$ cat src/rtl/lsu_stage.sv
// Load/store pipeline stage: decodes size/alignment, issues a decoupled memory
// request, aligns the response and presents a registered valid/ready result.
module lsu_stage #(
  parameter int unsigned ADDR_WIDTH     = 32,
  parameter int unsigned DATA_WIDTH     = 32,
  parameter int unsigned REG_IDX_WIDTH  = 5,
  parameter int unsigned SIDEBAND_WIDTH = 48
) (
  input  logic                        clk,
  input  logic                        rst_n,
  input  logic                        in_valid,
  output logic                        in_ready,
  input  logic                        in_load,
  input  logic                        in_store,
  input  logic [2:0]                  in_funct3,
  input  logic [ADDR_WIDTH-1:0]       in_addr,
  input  logic [DATA_WIDTH-1:0]       in_store_data,
  input  logic [REG_IDX_WIDTH-1:0]    in_rd,
  input  logic                        in_wb_en,
  input  logic [SIDEBAND_WIDTH-1:0]   in_sideband,
  output logic                        out_valid,
  input  logic                        out_ready,
  output logic [DATA_WIDTH-1:0]       out_result,
  output logic [REG_IDX_WIDTH-1:0]    out_rd,
  output logic                        out_wb_en,
  output logic [SIDEBAND_WIDTH-1:0]   out_sideband,
  output logic                        out_misaligned,
  output logic                        out_illegal,
  output logic                        mem_req_valid,
  input  logic                        mem_req_ready,
  output logic                        mem_req_write,
  output logic [ADDR_WIDTH-1:0]       mem_req_addr,
  output logic [DATA_WIDTH-1:0]       mem_req_wdata,
  output logic [DATA_WIDTH/8-1:0]     mem_req_strb,
  input  logic                        mem_rsp_valid,
  output logic                        mem_rsp_ready,
  input  logic [DATA_WIDTH-1:0]       mem_rsp_rdata
);

  localparam int unsigned STRBW = DATA_WIDTH / 8;
  localparam int unsigned OFFW  = $clog2(STRBW);

  typedef enum logic [1:0] {IDLE, REQ, RSP} state_t;

  state_t                      r_state, w_state_nxt;
  logic                        r_out_valid, r_out_misaligned, r_out_illegal;
  logic [DATA_WIDTH-1:0]       r_out_result;
  logic [REG_IDX_WIDTH-1:0]    r_out_rd;
  logic                        r_out_wb_en;
  logic [SIDEBAND_WIDTH-1:0]   r_out_sideband;

  logic                        r_req_write;
  logic [ADDR_WIDTH-1:0]       r_req_addr;
  logic [DATA_WIDTH-1:0]       r_req_wdata;
  logic [STRBW-1:0]            r_req_strb;
  logic [OFFW-1:0]             r_off;
  logic [2:0]                  r_funct3;
  logic [3:0]                  r_nbytes;
  logic [REG_IDX_WIDTH-1:0]    r_rd;
  logic                        r_wb_en;
  logic [SIDEBAND_WIDTH-1:0]   r_sideband;

  logic [3:0]                  w_nbytes;
  logic                        w_f3_legal, w_addr_mis, w_mem_op;
  logic                        w_illegal, w_misaligned;
  logic                        w_out_free, w_accept, w_fast, w_start;
  logic                        w_rsp_ready, w_rsp_fire, w_out_load;
  logic [OFFW-1:0]             w_off;
  logic [STRBW-1:0]            w_mask, w_strb;
  logic [DATA_WIDTH-1:0]       w_wshift, w_wdata;
  logic [DATA_WIDTH-1:0]       w_rshift, w_ld;
  logic                        w_sbit;
  logic [DATA_WIDTH-1:0]       w_addr_ext;

  always_comb begin
    w_nbytes   = 4'd1;
    w_f3_legal = 1'b0;
    case (in_funct3)
      3'd0, 3'd4: begin w_nbytes = 4'd1; w_f3_legal = 1'b1; end
      3'd1, 3'd5: begin w_nbytes = 4'd2; w_f3_legal = 1'b1; end
      3'd2:       begin w_nbytes = 4'd4; w_f3_legal = 1'b1; end
      3'd6:       begin w_nbytes = 4'd4; w_f3_legal = (DATA_WIDTH == 64); end
      3'd3:       begin w_nbytes = 4'd8; w_f3_legal = (DATA_WIDTH == 64); end
      default:    begin w_nbytes = 4'd1; w_f3_legal = 1'b0; end
    endcase
  end

  // Size is a power of two, so (size-1) masks the low address bits; 8 wraps to 7.
  assign w_addr_mis   = (in_addr[2:0] & (w_nbytes[2:0] - 3'd1)) != 3'd0;
  assign w_mem_op     = in_load | in_store;
  assign w_illegal    = w_mem_op && !w_f3_legal;
  assign w_misaligned = w_mem_op && w_f3_legal && w_addr_mis;
  assign w_off        = in_addr[OFFW-1:0];
  assign w_addr_ext   = DATA_WIDTH'(in_addr);

  assign w_out_free = !r_out_valid || out_ready;
  assign in_ready   = (r_state == IDLE) && w_out_free;
  assign w_accept   = in_valid && in_ready;
  assign w_fast     = w_accept && (!w_mem_op || w_illegal || w_misaligned);
  assign w_start    = w_accept && w_mem_op && !w_illegal && !w_misaligned;

  assign w_rsp_ready = (r_state == RSP) && w_out_free;
  assign w_rsp_fire  = w_rsp_ready && mem_rsp_valid;
  assign w_out_load  = w_fast || w_rsp_fire;

  always_comb begin
    w_mask = '0;
    for (int unsigned i = 0; i < STRBW; i++) w_mask[i] = (i < 32'(w_nbytes));
    w_strb   = w_mask << w_off;
    w_wshift = in_store_data << {w_off, 3'b000};
    w_wdata  = '0;
    for (int unsigned i = 0; i < STRBW; i++)
      if (w_strb[i]) w_wdata[8*i +: 8] = w_wshift[8*i +: 8];
  end

  always_comb begin
    w_rshift = mem_rsp_rdata >> {r_off, 3'b000};
    case (r_funct3[1:0])
      2'd0:    w_sbit = w_rshift[7];
      2'd1:    w_sbit = w_rshift[15];
      2'd2:    w_sbit = w_rshift[31];
      default: w_sbit = w_rshift[DATA_WIDTH-1];
    endcase
    w_ld = '0;
    for (int unsigned i = 0; i < DATA_WIDTH; i++)
      w_ld[i] = (i < 32'(r_nbytes) * 32'd8) ? w_rshift[i] : (!r_funct3[2] && w_sbit);
  end

  always_comb begin
    w_state_nxt = r_state;
    case (r_state)
      IDLE:    if (w_start) w_state_nxt = REQ;
      REQ:     if (mem_req_ready) w_state_nxt = RSP;
      RSP:     if (w_rsp_fire) w_state_nxt = IDLE;
      default: w_state_nxt = IDLE;
    endcase
  end

  always_ff @(posedge clk or negedge rst_n) begin
    if (!rst_n) begin
      r_state          <= IDLE;
      r_out_valid      <= 1'b0;
      r_out_misaligned <= 1'b0;
      r_out_illegal    <= 1'b0;
    end else begin
      r_state <= w_state_nxt;
      if (w_out_load) begin
        r_out_valid      <= 1'b1;
        r_out_misaligned <= w_fast && w_misaligned;
        r_out_illegal    <= w_fast && w_illegal;
      end else if (out_ready) begin
        r_out_valid <= 1'b0;
      end
    end
  end

  // Payload registers need no reset: valid/state gate every use of them.
  always_ff @(posedge clk) begin
    if (w_start) begin
      r_req_write <= in_store;
      r_req_addr  <= in_addr & ~ADDR_WIDTH'(STRBW - 1);
      r_req_wdata <= w_wdata;
      r_req_strb  <= w_strb;
      r_off       <= w_off;
      r_funct3    <= in_funct3;
      r_nbytes    <= w_nbytes;
      r_rd        <= in_rd;
      r_wb_en     <= in_wb_en;
      r_sideband  <= in_sideband;
    end
    if (w_fast) begin
      r_out_result   <= w_addr_ext;
      r_out_wb_en    <= in_wb_en && !w_illegal && !w_misaligned;
      r_out_rd       <= in_rd;
      r_out_sideband <= in_sideband;
    end else if (w_rsp_fire) begin
      r_out_result   <= r_req_write ? '0 : w_ld;
      r_out_wb_en    <= r_wb_en && !r_req_write;
      r_out_rd       <= r_rd;
      r_out_sideband <= r_sideband;
    end
  end

  assign out_valid      = r_out_valid;
  assign out_result     = r_out_result;
  assign out_rd         = r_out_rd;
  assign out_wb_en      = r_out_wb_en;
  assign out_sideband   = r_out_sideband;
  assign out_misaligned = r_out_misaligned;
  assign out_illegal    = r_out_illegal;
  assign mem_req_valid  = (r_state == REQ);
  assign mem_req_write  = r_req_write;
  assign mem_req_addr   = r_req_addr;
  assign mem_req_wdata  = r_req_wdata;
  assign mem_req_strb   = r_req_strb;
  assign mem_rsp_ready  = w_rsp_ready;

endmodule

$ cat config.mk
export PLATFORM = sky130hd
export DESIGN_NAME = lsu_stage
export DESIGN_NICKNAME = d
export VERILOG_FILES = /design/src/rtl/lsu_stage.sv
export SDC_FILE = /design/constraint.sdc
export NUM_CORES = 1
export LEC_CHECK = 0
export CAP_MARGIN = 20
export CORE_AREA = 2 2 146 148
export DETAILED_ROUTE_END_ITERATION = 8
export DIE_AREA = 0 0 148 150
export PLACE_DENSITY = 0.9
export RECOVER_POWER = 100
export SYNTH_ARGS = -nofsm -noshare
export SYNTH_HDL_FRONTEND = slang
export SYNTH_SLANG_ARGS = --single-unit
export TNS_END_PERCENT = 50
$ cat constraint.sdc
create_clock -name clk -period 10.05 [get_ports clk]
set_clock_uncertainty 0.2 [all_clocks]
set_input_delay 2.5125 -clock clk [delete_from_list [all_inputs] [get_ports clk]]
set_output_delay 2.5125 -clock clk [all_outputs]
set_load 0.03 [all_outputs]
# After elaboration in Yosys (flattened, before gate mapping)
# Index checks and enable logic that the tools add are counted.
# W data, S select, Z words.
[op_classes]
n_addsub = 1
n_bitwise = 2
shifts = 3
muxes = 50
reduce_logical = 38
eq_ne = 12
n_lt_le_gt_ge = 36
[ops]
columns = ["op", "n"]
rows = [
  ["$lt A5 B7 Y1 const A", 16],
  ["$mux W32", 3],
  ["$mux W48", 2],
  ["$lt A4 B7 Y1 const A", 8],
  ["$mux W1", 37],
  ["$shl A32 B5 Y32", 1],
  ["$shr A32 B5 Y32", 1],
  ["$lt A3 B7 Y1 const A", 4],
  ["$logic_and A1 B1 Y1", 17],
  ["$lt A1 B7 Y1 const A", 2],
  ["$lt A2 B7 Y1 const A", 2],
  ["$pmux W4 S3", 1],
  ["$mux W5", 2],
  ["$eq A3 B3 Y1 const B", 3],
  ["$lt A1 B4 Y1 const A", 2],
  ["$lt A2 B4 Y1 const A", 2],
  ["$logic_not A1 Y1", 7],
  ["$eq A3 B2 Y1 const B", 2],
  ["$mux W2", 3],
  ["$pmux W2 S3", 1],
  ["$reduce_or A5 Y1", 1],
  ["$eq A2 B1 Y1 const B", 2],
  ["$logic_not A2 Y1", 2],
  ["$logic_or A1 B1 Y1", 4],
  ["14 further kinds", 17],
]
[totals]
output_inout_bits = 161
wordCells = 163
in_bits = 161
register_bits = 221

# Depth between registers and ports, before layout
[logic_depth]
word_depth = 11
depth_mapped = 9
mapped_depth_nobuf = 5

# Least setup slack after synthesis
# Ideal clock, no wire load.
[synth_timing]
path_type = "input to register"
startpoint = "in out_ready"
endpoint = "reg r_req_addr[10], in the netlist mem_req_addr[10], enable pin"
slack_ps = 602
required_time_ps = 9227
setup_ps = 623
path_buffers = 0
arrival_ps = 8625
path_stages = 4
cell_sequence = "nor2b_1 -> nor4b_2 -> o21ai_0 -> nor2_1"
[synth_between]
elab_chain_cells = 6
[synth_lines]
columns = ["item", "line_no", "rtl"]
rows = [
  ["start: declaration", "22", "input logic out_ready,"],
  ["$logic_or A1 B1 Y1", "96", "assign w_out_free = !r_out_valid || out_ready;"],
  ["$logic_and A1 B1 Y1", "97", "assign in_ready = (r_state == IDLE) && w_out_free;"],
  ["$logic_and A1 B1 Y1", "98", "assign w_accept = in_valid && in_ready;"],
  ["$logic_and A1 B1 Y1 (3 in series)", "100", "assign w_start = w_accept && w_mem_op && !w_illegal && !w_misaligned;"],
  ["net w_start", "66", "logic w_out_free, w_accept, w_fast, w_start;"],
  ["end signal: assignment", "161", "r_req_addr <= in_addr & ~ADDR_WIDTH'(STRBW - 1);"],
  ["end: declaration", "53", "logic [ADDR_WIDTH-1:0] r_req_addr;"],
]
# The timed path passes the listed nets, and every way through them passes these cells.
# A chain may end at the register's enable or synchronous reset.

# Final worst setup path
[layout_timing]
startpoint = "in in_addr[1]"
endpoint = "reg r_req_addr[30], in the netlist mem_req_addr[30], enable pin"
[layout_between]
elab_chain_cells = 5
[layout_lines]
columns = ["item", "line_no", "rtl"]
rows = [
  ["start: declaration", "16", "input logic [ADDR_WIDTH-1:0] in_addr,"],
  ["$and A3 B3 Y3", "89", "assign w_addr_mis = (in_addr[2:0] & (w_nbytes[2:0] - 3'd1)) != 3'd0;"],
  ["$reduce_bool A3 Y1", "89", ""],
  ["$logic_and A1 B1 Y1", "92", "assign w_misaligned = w_mem_op && w_f3_legal && w_addr_mis;"],
  ["$logic_not A1 Y1", "100", ""],
  ["$logic_and A1 B1 Y1", "100", ""],
  ["net w_start", "66", ""],
]
# The timed path passes the listed nets, and every way through them passes these cells.

==> results.md <==
- Post-synthesis xor/xnor area fraction: 0%
- Synth Area in Compound Gates: 8.77%
- Post-Syn Instances: 709
- Rows: 53
- Reg2reg setup slack: 4.58 ns
- Global-route wire length before repair: 40200 um
- Multiplexer area fraction after synthesis: 4.45%
- Final Slew Violations: 374
- TritonCTS Buffers: 23
- Share of post-route cells with drive strength above 1: 5.99%
- Final Cell Area: 13300 sq um
- Via count: 7024
- Post CTS Setup Buffer Count: 0
- Worst R2R Start: out_valid$_DFFE_PN0P_
- Most common cell after layout, fill and taps aside: dlygate4sd3_1
- Initial antenna violation count: 1
- Crit end category: flip-flop
- Final setup viols: 0
- Chip width: 148 um
- TNS Setup: 0 ns
- Worst r2r dst: mem_req_addr[30]$_DFFE_PP_
- #FFs+latches synth: 221
- Nets@finish: 1182
- Worst IR drop on VDD: 0.134 mV
- Core region area: 20700 sq um
- Commonest non-fill, non-tap cells in the layout: dlygate4sd3_1, edfxtp_1, nand2_1, clkdlybuf4s50_1, nor2_1
- Kind of critical path: input pin to flip-flop
- Drt wl/cell: 20.8 um
- Initial core utilization: 44.9%
- Slew of the pin with the lowest slew margin: 4.41 ns
- Total grt overflow: 0
- Die H: 150 um
- DPL Wire Length: 19200 um
- Reg2Reg Depth: 5
- IO buf count: 319
- CP arrival: 7.72 ns
- CP Max Fanout: 79
- Final hold vios: 0
- Crit path from: in_addr[1]
- Post-synthesis adder-cell area fraction: 0%
- Slew margin rel.: -194%
- RSZ-0062 raised after global routing: no
- CTS clock-pin slew for the worst setup and hold paths: 0.06 ns
- Fill cells: 1473
- Sequential area share after synthesis: 71.1%
- H-tree Lvls: 1
- CP startpoint kind: input pin
- I/O Pins: 322
- Latest clock arrival within the worst-skew pair: 0.52 ns
- Vias in the first global route: 7143
- Number of clock sinks: 221
- Minimum clock period: 7.90 ns
- Total die area: 22200 sq um
- CP required: 9.87 ns
- Mean Syn Cell Area: 13.1 sq um
- Count of cell types in the netlist: 53
- Post-route ant nets: 0
- Drt drc: 0
- MaxCap Viol Count: 6
- Resize count post-CTS: 0
- Avg Vias per Cell: 5.34
- Mapped cell area: 9300 sq um
- Placed cell areas: 12700 sq um
- Synth-to-layout area growth: 43.5%
- Clk buf depth: 3
- Max Fclk: 127 MHz
- Leak pwr: 4.97 nW
- Yosys warning total: 0
- Status: finished with violations
- Routability congestion estimate: 0.868
- CTS Hold Buffers Added: 0
- Aggregate global-route resource usage: 23.8%
- Post-Synth Simple-Gate Area: 13.1%
- Min-delay worst type: flip-flop to flip-flop
- Pwr Density: 218 nW/um^2
- CTS tree: yes
- Largest family of logic cells by synthesized area: simple AND/OR/NAND/NOR gates
- DR pass1 iterations: 5
- Largest net degree at the start of global routing: 87
- Failing checks: max-capacitance violations, max-slew violations
- CTS Root Cell: clkbuf_16
- Setup crit end: mem_req_addr[30]$_DFFE_PP_
- Fin crit share: 78.6%
- Final wirelength: 27300 um
- Initial DRC count: 442
-- layout make-up --
class                           instances  area (sq um)  share of cell area [%]
Sequential cell                       221          6610                    49.5
Timing Repair Buffer                  324          3210                    24.1
Multi-Input combinational cell        444          2450                    18.4
Clock buffer                           27           591                    4.42
Tap cell                              275           344                    2.58
Clock inverter                         12          98.8                   0.741
Inverter                                7          27.5                   0.206
Antenna cell                            5          12.5                  0.0937
-- power breakdown --
group / internal [mW] / switching, mW / leakage [nW]
sequential: 1.23 / 0.0460 / 2.07
combinational: 0.288 / 0.551 / 2.55
clock: 0.448 / 0.347 / 0.339
-- metrics by stage --
| stage | hold WS, ns | setup slack, ns | instances | util (%) | power, mW |
|---|---|---|---|---|---|
| detailed placement | 0.292 | 3.30 | 1271 | 61.3 | 2.17 |
| finish | 0.291 | 2.15 | 1315 | 64.5 | 2.91 |
| floorplan | 0.291 | 0.602 | 710 | - | 1.80 |
| CTS | 0.302 | 3.29 | 1310 | 64.7 | 2.97 |
| global route | 0.312 | 1.74 | 1311 | 64.5 | 3.02 |
| global placement | 0.290 | 3.29 | 1271 | 61.3 | 2.15 |
-- critical path: stages --
cell and delay, ns:
dlygate4sd3_1 0.53, clkbuf_1 0.61, nor4_1 0.59, nor2_1 0.16
nor2_4 0.13, clkbuf_1 3.08
-- routing by layer --
layer	up-vias	track usage, %	share of wire [%]
met5	-	0	0
met4	0	8.76	3.0
met3	60	5.98	9.3
met2	389	41.6	51
met1	3374	28.5	37
li1	3201	-	-
-- worst min path at each step --
stage | start | to | slack (ns) | cells past startpoint
floorplan | r_rd[0]$_DFFE_PP_ | out_rd[0]$_DFFE_PP_ | 0.29 | 2
global placement | out_misaligned$_DFFE_PN0P_ | out_misaligned$_DFFE_PN0P_ | 0.29 | 1
detailed placement | out_misaligned$_DFFE_PN0P_ | out_misaligned$_DFFE_PN0P_ | 0.29 | 1
CTS | out_misaligned$_DFFE_PN0P_ | out_misaligned$_DFFE_PN0P_ | 0.30 | 1
global route | out_misaligned$_DFFE_PN0P_ | out_misaligned$_DFFE_PN0P_ | 0.31 | 1
finish | out_misaligned$_DFFE_PN0P_ | out_misaligned$_DFFE_PN0P_ | 0.29 | 1
-- sequential cells by signal, indices dropped and copies added (netlist names) --
register	flops
mem_req_addr	30
mem_req_strb	4
mem_req_wdata	32
mem_req_write	1
out_illegal	1
out_misaligned	1
out_rd	5
out_result	32
out_sideband	48
out_valid	1
out_wb_en	1
r_funct3	3
r_nbytes	4
r_off	2
r_rd	5
r_sideband	48
r_state	2
r_wb_en	1
-- Yosys cell counts (all sizes together) --
library cell,count,share of area [%]
a211oi,17,1.4
a21o,4,0.32
a21oi,53,2.9
a221oi,1,0.094
a22o,8,0.85
a22oi,1,0.081
a311o,1,0.11
a31oi,9,0.67
and2,10,0.67
and2b,1,0.081
buf,26,1.8
clkbuf,12,0.48
conb,1,0.040
dfrtp,5,1.3
edfxtp,216,70
inv,7,0.28
mux2,8,1.0
mux2i,32,3.4
nand2,171,6.9
nand2b,4,0.27
nand3,2,0.11
nor2,61,2.5
nor2b,15,1.0
nor3,5,0.44
nor4,2,0.30
nor4b,3,0.51
o211ai,7,0.57
o21a,1,0.081
o21ai,14,0.83
o22ai,3,0.35
o2bb2ai,2,0.19
o31a,1,0.19
o31ai,1,0.081
o41ai,1,0.094
or2,1,0.067
or3,2,0.13
or3b,1,0.12
-- cells by family (layout without fill, tap and decap cells) --
logic type / count (synthesis) / count (layout)
buffers and inverters: 45 / 370
and+or+nand+nor: 278 / 278
AOI/OAI and AO/OA: 124 / 124
muxes: 40 / 40
other: 1 / 7
DFF: 221 / 221
Power figures use the tool's default switching activity.
